`config.mk`:
```
export PLATFORM = sky130hd
export DESIGN_NAME = reg_wb_ctrl
export DESIGN_NICKNAME = d
export VERILOG_FILES = /design/src/rtl/reg_wb_ctrl_pkg.sv /design/src/rtl/wb_rr_arb.sv /design/src/rtl/reg_wb_ctrl.sv
export SDC_FILE = /design/constraint.sdc
export NUM_CORES = 1
export LEC_CHECK = 0
export CORE_UTILIZATION = 50
export DETAILED_ROUTE_END_ITERATION = 10
export PLACE_DENSITY = 0.86
export SLEW_MARGIN = 5
export SYNTH_ARGS = -nofsm -noshare
export SYNTH_HDL_FRONTEND = slang
export SYNTH_SLANG_ARGS = --single-unit
```
`constraint.sdc`:
```
create_clock -name clk -period 5.91 [get_ports clk]
set_clock_uncertainty 0.05 [all_clocks]
set_input_delay 1.182 -clock clk [delete_from_list [all_inputs] [get_ports clk]]
set_output_delay 1.182 -clock clk [all_outputs]
set_load 0.1 [all_outputs]
```
`src/rtl/reg_wb_ctrl_pkg.sv`:
```
`default_nettype none
// ============================================================================
//  Module   : reg_wb_ctrl_pkg
//  Purpose  : Shared constants for the register-bank write-back controller:
//             default address/data widths, grant encoding, zero register.
//  Config   : none (WB_FWD_EN is consumed by reg_wb_ctrl only)
//  Revision : 1.0 - initial release
// ============================================================================
package reg_wb_ctrl_pkg;

    // Default geometry of the register bank: 32 x 16-bit
    localparam int DEF_AW = 5;
    localparam int DEF_DW = 16;

    // Grant encoding: index into the arbiter's valid/grant vectors
    localparam logic GNT_ALU = 1'b0;
    localparam logic GNT_MEM = 1'b1;

    // Hard-wired register (read-only when ZERO_REG_RO is set)
    localparam int REG_ZERO = 0;

endpackage : reg_wb_ctrl_pkg
`default_nettype wire

```
`src/rtl/wb_rr_arb.sv`:
```
`default_nettype none
// ============================================================================
//  Module   : wb_rr_arb
//  Purpose  : Two-input round-robin arbiter for the bank write port.
//             Bit GNT_ALU is the ALU channel, bit GNT_MEM the load channel.
//             On contention the channel that did not win last time wins.
//  Config   : none
//  Revision : 1.0 - initial release
// ============================================================================
module wb_rr_arb
    import reg_wb_ctrl_pkg::*;
(
    input  logic       clk,
    input  logic       rst_n,
    input  logic [1:0] valid,
    output logic [1:0] grant
);

    logic       r_last_grant;
    logic [1:0] w_grant;

    // Grant decode; nothing is granted while reset is asserted
    always_comb begin
        w_grant = 2'b00;
        if (!rst_n) begin
            w_grant = 2'b00;
        end else if (valid == 2'b11) begin
            if (r_last_grant == GNT_MEM) begin
                w_grant[GNT_ALU] = 1'b1;
            end else begin
                w_grant[GNT_MEM] = 1'b1;
            end
        end else begin
            w_grant = valid;
        end
    end

    // Remember the last winner; every grant is an accept since ready == grant
    always_ff @(posedge clk or negedge rst_n) begin
        if (!rst_n) begin
            r_last_grant <= GNT_MEM;
        end else if (w_grant[GNT_MEM]) begin
            r_last_grant <= GNT_MEM;
        end else if (w_grant[GNT_ALU]) begin
            r_last_grant <= GNT_ALU;
        end
    end

    assign grant = w_grant;

endmodule : wb_rr_arb
`default_nettype wire

```
`src/rtl/reg_wb_ctrl.sv`:
```
`default_nettype none
// ============================================================================
//  Module   : reg_wb_ctrl
//  Purpose  : Write-back controller for the register bank. Arbitrates the
//             single bank write port between the ALU and load channels,
//             registers the write, and keeps a pending-write scoreboard that
//             decode uses to stall on RAW hazards.
//  Config   : `define WB_FWD_EN adds fwd_a_hit/fwd_b_hit/fwd_data and drops
//             the in-flight write term from the hazard outputs.
//  Revision : 1.0 - initial release
// ============================================================================
module reg_wb_ctrl
    import reg_wb_ctrl_pkg::*;
#(
    parameter int AW          = DEF_AW,
    parameter int DW          = DEF_DW,
    parameter int ZERO_REG_RO = 1
)(
    input  logic          clk,
    input  logic          rst_n,
    input  logic          alu_valid,
    output logic          alu_ready,
    input  logic [AW-1:0] alu_rd,
    input  logic [DW-1:0] alu_data,
    input  logic          mem_valid,
    output logic          mem_ready,
    input  logic [AW-1:0] mem_rd,
    input  logic [DW-1:0] mem_data,
    input  logic          rsv_valid,
    input  logic [AW-1:0] rsv_rd,
    input  logic [AW-1:0] ra1,
    input  logic [AW-1:0] rb1,
    output logic          hazard_a,
    output logic          hazard_b,
    output logic          wr_en,
    output logic [AW-1:0] wr_addr,
    output logic [DW-1:0] wr_data,
`ifdef WB_FWD_EN
    output logic          fwd_a_hit,
    output logic          fwd_b_hit,
    output logic [DW-1:0] fwd_data,
`endif
    output logic          rsv_err
);

    localparam int c_NUM_REGS = 1 << AW;
    localparam bit c_ZERO_RO  = (ZERO_REG_RO != 0);

    logic [1:0]            w_req;
    logic [1:0]            w_grant;
    logic                  w_accept;
    logic [AW-1:0]         w_sel_rd;
    logic [DW-1:0]         w_sel_data;
    logic                  w_issue;
    logic                  w_rsv_set;
    logic [c_NUM_REGS-1:0] w_pending_nxt;
    logic                  w_inflight_a;
    logic                  w_inflight_b;
    logic                  w_zero_a;
    logic                  w_zero_b;

    logic                  r_wr_en;
    logic [AW-1:0]         r_wr_addr;
    logic [DW-1:0]         r_wr_data;
    logic [c_NUM_REGS-1:0] r_pending;
    logic                  r_rsv_err;

    // Request vector ordered to match GNT_ALU (bit 0) and GNT_MEM (bit 1)
    assign w_req = {mem_valid, alu_valid};

    wb_rr_arb u_arb (
        .clk   (clk),
        .rst_n (rst_n),
        .valid (w_req),
        .grant (w_grant)
    );

    assign alu_ready  = w_grant[GNT_ALU];
    assign mem_ready  = w_grant[GNT_MEM];
    assign w_accept   = |w_grant;
    assign w_sel_rd   = w_grant[GNT_MEM] ? mem_rd   : alu_rd;
    assign w_sel_data = w_grant[GNT_MEM] ? mem_data : alu_data;

    // A write to a read-only register 0 is consumed but never reaches the bank
    assign w_issue   = w_accept & ~(c_ZERO_RO & (w_sel_rd == AW'(REG_ZERO)));
    assign w_rsv_set = rsv_valid & ~(c_ZERO_RO & (rsv_rd == AW'(REG_ZERO)));

    // Next scoreboard: clear the written register, then set the reserved one
    // so a same-edge reservation wins over the clear
    always_comb begin
        w_pending_nxt = r_pending;
        if (w_issue) begin
            w_pending_nxt[w_sel_rd] = 1'b0;
        end
        if (w_rsv_set) begin
            w_pending_nxt[rsv_rd] = 1'b1;
        end
    end

    // Bank write port register: one-cycle enable, address/data held otherwise
    always_ff @(posedge clk or negedge rst_n) begin
        if (!rst_n) begin
            r_wr_en   <= 1'b0;
            r_wr_addr <= '0;
            r_wr_data <= '0;
        end else begin
            r_wr_en <= w_issue;
            if (w_issue) begin
                r_wr_addr <= w_sel_rd;
                r_wr_data <= w_sel_data;
            end
        end
    end

    // Scoreboard and sticky double-reservation flag
    always_ff @(posedge clk or negedge rst_n) begin
        if (!rst_n) begin
            r_pending <= '0;
            r_rsv_err <= 1'b0;
        end else begin
            r_pending <= w_pending_nxt;
            if (w_rsv_set && r_pending[rsv_rd]) begin
                r_rsv_err <= 1'b1;
            end
        end
    end

    assign w_inflight_a = r_wr_en & (r_wr_addr == ra1);
    assign w_inflight_b = r_wr_en & (r_wr_addr == rb1);
    assign w_zero_a     = c_ZERO_RO & (ra1 == AW'(REG_ZERO));
    assign w_zero_b     = c_ZERO_RO & (rb1 == AW'(REG_ZERO));

`ifdef WB_FWD_EN
    // Decode takes the in-flight value from the forward path, so only
    // outstanding reservations stall
    assign hazard_a  = ~w_zero_a & r_pending[ra1];
    assign hazard_b  = ~w_zero_b & r_pending[rb1];
    assign fwd_a_hit = w_inflight_a;
    assign fwd_b_hit = w_inflight_b;
    assign fwd_data  = r_wr_data;
`else
    // Without forwarding the bank read is stale during the commit cycle
    assign hazard_a = ~w_zero_a & (r_pending[ra1] | w_inflight_a);
    assign hazard_b = ~w_zero_b & (r_pending[rb1] | w_inflight_b);
`endif

    assign wr_en   = r_wr_en;
    assign wr_addr = r_wr_addr;
    assign wr_data = r_wr_data;
    assign rsv_err = r_rsv_err;

endmodule : reg_wb_ctrl
`default_nettype wire

```
# == Word level (Yosys, flattened, before mapping) ==
# Index checks and enable logic that the tools add are counted.
# W data, S select, Z words.
# op_classes
order_cmp,6
eq_ne,3
muxes,20
bitwise_logic,15
n_reduce_logical,9
# op_table
operator,n
$mux W32,2
$and A32 B32 Y32,1
$not A32 Y32,1
$or A32 B32 Y32,1
$lt A5 B6 Y1 const B,4
$logic_not A5 Y1,4
$mux W16,1
$bmux W1 S5,3
$demux W1 S5,2
$eq A5 B5 Y1,2
$ge A5 B1 Y1 const B,2
$mux W1,9
$and A1 B1 Y1,6
$mux W5,1
$mux W2,2
$not A1 Y1,4
$logic_and A1 B1 Y1,3
$eq A2 B2 Y1 const B,1
$or A1 B1 Y1,2
$reduce_bool A2 Y1,1
$reduce_or A2 Y1,1
# word_totals
register_bits,56
inputBits,62
output_inout_bits,27
elab_cells,59

# == Depth between registers and ports, before layout ==
# logic_depth
depth_word,13
mapped_depth,8
ltp_nobuf,6

# == Cells and area by module ==
# A second synthesis with hierarchy kept.
# unflattened
hier_cells,315
hier_area_um2,3649.8
# modules_own_cells
module,n_inst,cells_each,area_per_inst_um2,seq_area_each_um2
reg_wb_ctrl,1,307,3587.2,1376.3
wb_rr_arb,1,8,62.6,26.3

# == Worst setup path before layout ==
# OpenSTA, ideal clock, no wires.
# synth_path
kind,input port to output port
start,input port ra1[0]
end,output port hazard_a
arrival_ns,3.003
t_required_ns,4.678
setup_slack_ns,1.675
path_stages,5
path_cell_list,buf_2 > mux4_2 > a211oi_1 > a21oi_1 > a2111o_1
# synth_between
elab_chain_len,4
word_cells_on_any_way,8
cone_classes,eq/ne (1); mux (2); bitwise (4); reduce/logical (1)
# synth_rtl
item,line,text
"start, declared",reg_wb_ctrl.sv:31,"input logic [AW-1:0] ra1,"
$bmux W1 S5 / $eq A5 B5 Y1 (equally long branches),"reg_wb_ctrl.sv:143, reg_wb_ctrl.sv:128",
$mux W1 (implied by the code) / $and A1 B1 Y1 (equally long branches),"reg_wb_ctrl.sv:143, reg_wb_ctrl.sv:128",
$or A1 B1 Y1,reg_wb_ctrl.sv:143,assign hazard_a = ~w_zero_a & (r_pending[ra1] | w_inflight_a);
$and A1 B1 Y1 (*),reg_wb_ctrl.sv:143,
"end, declared",reg_wb_ctrl.sv:33,"output logic hazard_a,"
# Every way passes the cells marked *; elsewhere a longest branch is shown, timed or not. The select of a mux whose other input is x is not followed.

# == Worst setup path in the final report ==
# layout_path
start,input port rb1[0]
end,output port hazard_b
# layout_between
elab_chain_len,4
word_cells_on_any_way,8
cone_classes,eq/ne (1); mux (2); bitwise (4); reduce/logical (1)
# layout_rtl
item,line,text
"start, declared",reg_wb_ctrl.sv:32,"input logic [AW-1:0] rb1,"
$bmux W1 S5 / $eq A5 B5 Y1 (equally long branches),"reg_wb_ctrl.sv:144, reg_wb_ctrl.sv:129",
$mux W1 (implied by the code) / $and A1 B1 Y1 (equally long branches),"reg_wb_ctrl.sv:144, reg_wb_ctrl.sv:129",
$or A1 B1 Y1,reg_wb_ctrl.sv:144,assign hazard_b = ~w_zero_b & (r_pending[rb1] | w_inflight_b);
$and A1 B1 Y1 (*),reg_wb_ctrl.sv:144,
"end, declared",reg_wb_ctrl.sv:34,"output logic hazard_b,"
# Marked as above.

==> metrics.md <==
| Metric | Value |
|---|---|
| Post-cts sizing count | 0 |
| CTS tree | built |
| Area growth syn-to-layout | 27.2% |
| Row count | 30 |
| Core Area | 6910 sq um |
| Crit-path cells | clkdlybuf4s50_1 -> mux4_1 -> mux2_2 -> a32o_1 -> a221o_1 -> buf_4 |
| Largest net degree at the start of global routing | between 50 and 60 |
| Vias in the first global route | 3335 |
| Reg2Reg Capture Point | r_pending[25]$_DFF_PN0_ |
| Post-synth cell types | 52 |
| Peak VDD IR | around 0.15 mV |
| Initial core utilization | 52.8% |
| Syn Inst Count | about 380 |
| Hold depth | 0 |
| Max-cap violations | 0 |
| Syn Std Cell Area | around 3600 sq um |
| Tcrit/Tclk final | 84.0% |
| Nets | between 500 and 600 |
| IO buf count | between 80 and 90 |
| Critical Path Source Type | primary input |
| GPL Wtd Cong | ~0.94 |
| Hold_sp | r_pending[0]$_DFF_PN0_ |
| CP Max Fanout | 14 |
| Leak | approximately 0.0018 uW |
| Element type at the critical path end | output port |
| Pwr dens | 293 nW/um^2 |
| DR pass1 iterations | 5 |
| RSZ-0062 raised after global routing | no |
| Worst-skew pair later-pin latency | about 0.32 ns |
| Register area | 1400 sq um |
| Max stage delay on crit path | roughly 0.85 ns |
| Tot GR Track Use | approximately 29% |
| H-tree depth | 2 |
| Vias per cell | between 6 and 7 |
| 1st-iter DRT viols | between 500 and 600 |
| Sink Count | between 50 and 60 |
| Post-CTS Hold Fix Bufs | 0 |
| Clock transition at path regs | approximately 0.1 ns |
| Post-synth EDFFs | 0 |
| R2R setup slack | 3.05 ns |
| Die Wd | ~87 um |
| Synth warn | 0 |
| Status | completed |
| Slew headroom | between 20 and 30% |
| Worst r2r src | u_arb.r_last_grant$_DFFE_PN1P_ |
| Worst Reg2Reg Path Length in Cells | 6 |
| Die height | 87.4 um |
| Syn_area_per_cell | 9.72 sq um |
| Least-Margin Pin Slew | 1.07 ns |
| Class of the most critical setup path | primary input to output port |
| DRC viols | 0 |
| CTS root buf | clkbuf_8 |
| Ys flop type | dfrtp_1 |
| Layout cells sized above 1 | 6.68% |
| Crit path time final | 4.96 ns |
| Detailed-route via count | around 3500 |
| Detailed placement HPWL | between 7 and 8 mm |
| Post-CTS setup buffer count | 0 |
| Post-Route WL | 10.5 mm |
| #FFs+latches synth | 56 |
| Final setup vio count | 0 |
| Initial antenna violation count | 1 |
| First-pass GRT wire length | approximately 17 mm |
| Slew Limit Fails | 0 |
| Hold EP | r_pending[0]$_DFF_PN0_ |
| Syn nets | roughly 440 |
| Achievable Freq | between 200 and 250 MHz |
| GR Overflow Total | 0 |
| TritonCTS Buffers | 5 |
| Fin cells | about 550 |
| I/O pins | a little under 90 |
| Routed Antenna Nets | 0 |
| Final hold vios | 0 |
| Area occupied by multi-input gates | between 2000 and 2500 sq um |
| Die ar. | about 7600 sq um |
| Sum of negative setup slack | 0 ns |
| Bufs on Longest Clock Path | 2 |
| Ys async rst share | between 90% and 100% |
| Sequential fraction of the synthesis area | between 30% and 40% |
| Dpl cells | 537 |
| Hold Crit Class | flop to flop |
| Critical Path Slowest Stage Cell | clkdlybuf4s50_1 |
| # fillers | around 540 |
| CP required | 4.68 ns |
| Critical Path Start | rb1[0] |
| Critical path arrival | 3.73 ns |
| WL/cell | 19.2 um |
cells in the final DEF (no fill, tap or decap), drive strengths merged, types with 11 or more instances in the layout:
cell type / Yosys / final
mux4: 12 / 12
inv: 10 / 11
o21ai: 38 / 38
dfrtp: 55 / 55
nor2: 29 / 29
clkdlybuf4s50: 0 / 84
o31ai: 29 / 29
mux2i: 41 / 41
a21oi: 29 / 29
nand2: 13 / 13
flip-flops by register name, indices dropped and copies added, names as in the netlist:
name	cells
r_pending	32
rsv_err	1
u_arb.r_last_grant	1
wr_addr	5
wr_data	16
wr_en	1
routing by layer:
layer | vias up | part of all wire, % | global-route usage [%]
met1 | 1708 | 41 | 40.4
met4 | 0 | 2.4 | 11.0
met3 | 23 | 8.6 | 4.27
met5 | - | 0 | 0
li1 | 1585 | - | -
met2 | 185 | 48 | 45.0
stage by stage:
stage                     hold slack (ns)  power (uW)  area [sq um]  setup slack [ns]  util, %
after floorplan                     0.396         945          3650              1.67        -
after global placement              0.387        1110          4540             0.992     65.7
after detailed placement            0.402        1130          4540             0.949     65.7
after CTS                           0.415        1350          4640             0.929     67.1
after global routing                0.420        1420          4640             0.854     67.2
final                               0.402        1360          4640             0.947     67.2
layout make-up:
class / count / area share (%)
antenna: 1 / 0.0539
clock buffer: 5 / 1.48
clock inverter: 3 / 0.593
inverter: 10 / 0.809
multi-input combinational: 285 / 45.2
sequential: 56 / 30.2
tap: 96 / 2.59
timing repair buffer: 90 / 19.0
synth_stat cells (7+ instances only):
master	instances	area (sq um)
buf_2	9	45.0
clkbuf_1	14	52.6
o31ai_1	29	218
mux4_2	8	180
nand3b_1	7	52.6
nor2_1	29	109
o21ai_0	35	175
o22ai_1	9	56.3
a21oi_1	29	145
dfrtp_1	55	1380
mux2i_1	40	400
inv_1	9	33.8
nand2_1	12	45.0
kinds of logic (layout without fill, tap and decap cells):
kind of cell | after synthesis | count (layout) | synth area share [%]
AO/OA/AOI/OAI | 129 | 129 | 22.1
AND/OR/NAND/NOR | 91 | 91 | 13.2
multiplexers | 56 | 56 | 20.1
flip-flops | 56 | 56 | 38.5
buffers and inverters | 34 | 108 | 4.01
XOR/XNOR | 9 | 9 | 2.16
other | 0 | 1 | 0
worst max-delay path: cells and delay by family:
family          cells  cell delay [ns]
buf+inv             2             1.08
mux                 2             0.91
compound gates      2             0.55
how the worst max path moves through the flow:
stage | end | slack, ns | cells after the start
2_1_floorplan | hazard_a | 1.67 | 5
3_3_place_gp | hazard_b | 0.99 | 6
3_5_place_dp | hazard_b | 0.95 | 6
4_1_cts | hazard_b | 0.93 | 6
5_1_grt | hazard_b | 0.85 | 6
6_report | hazard_b | 0.95 | 6
power breakdown:
group          leakage [uW]  total [uW]  internal, uW  switching, uW
clock network     0.0000463         223          87.3            135
logic               0.00115         573           215            358
registers          0.000653         563           463           99.6
Power figures use the tool's default switching activity.
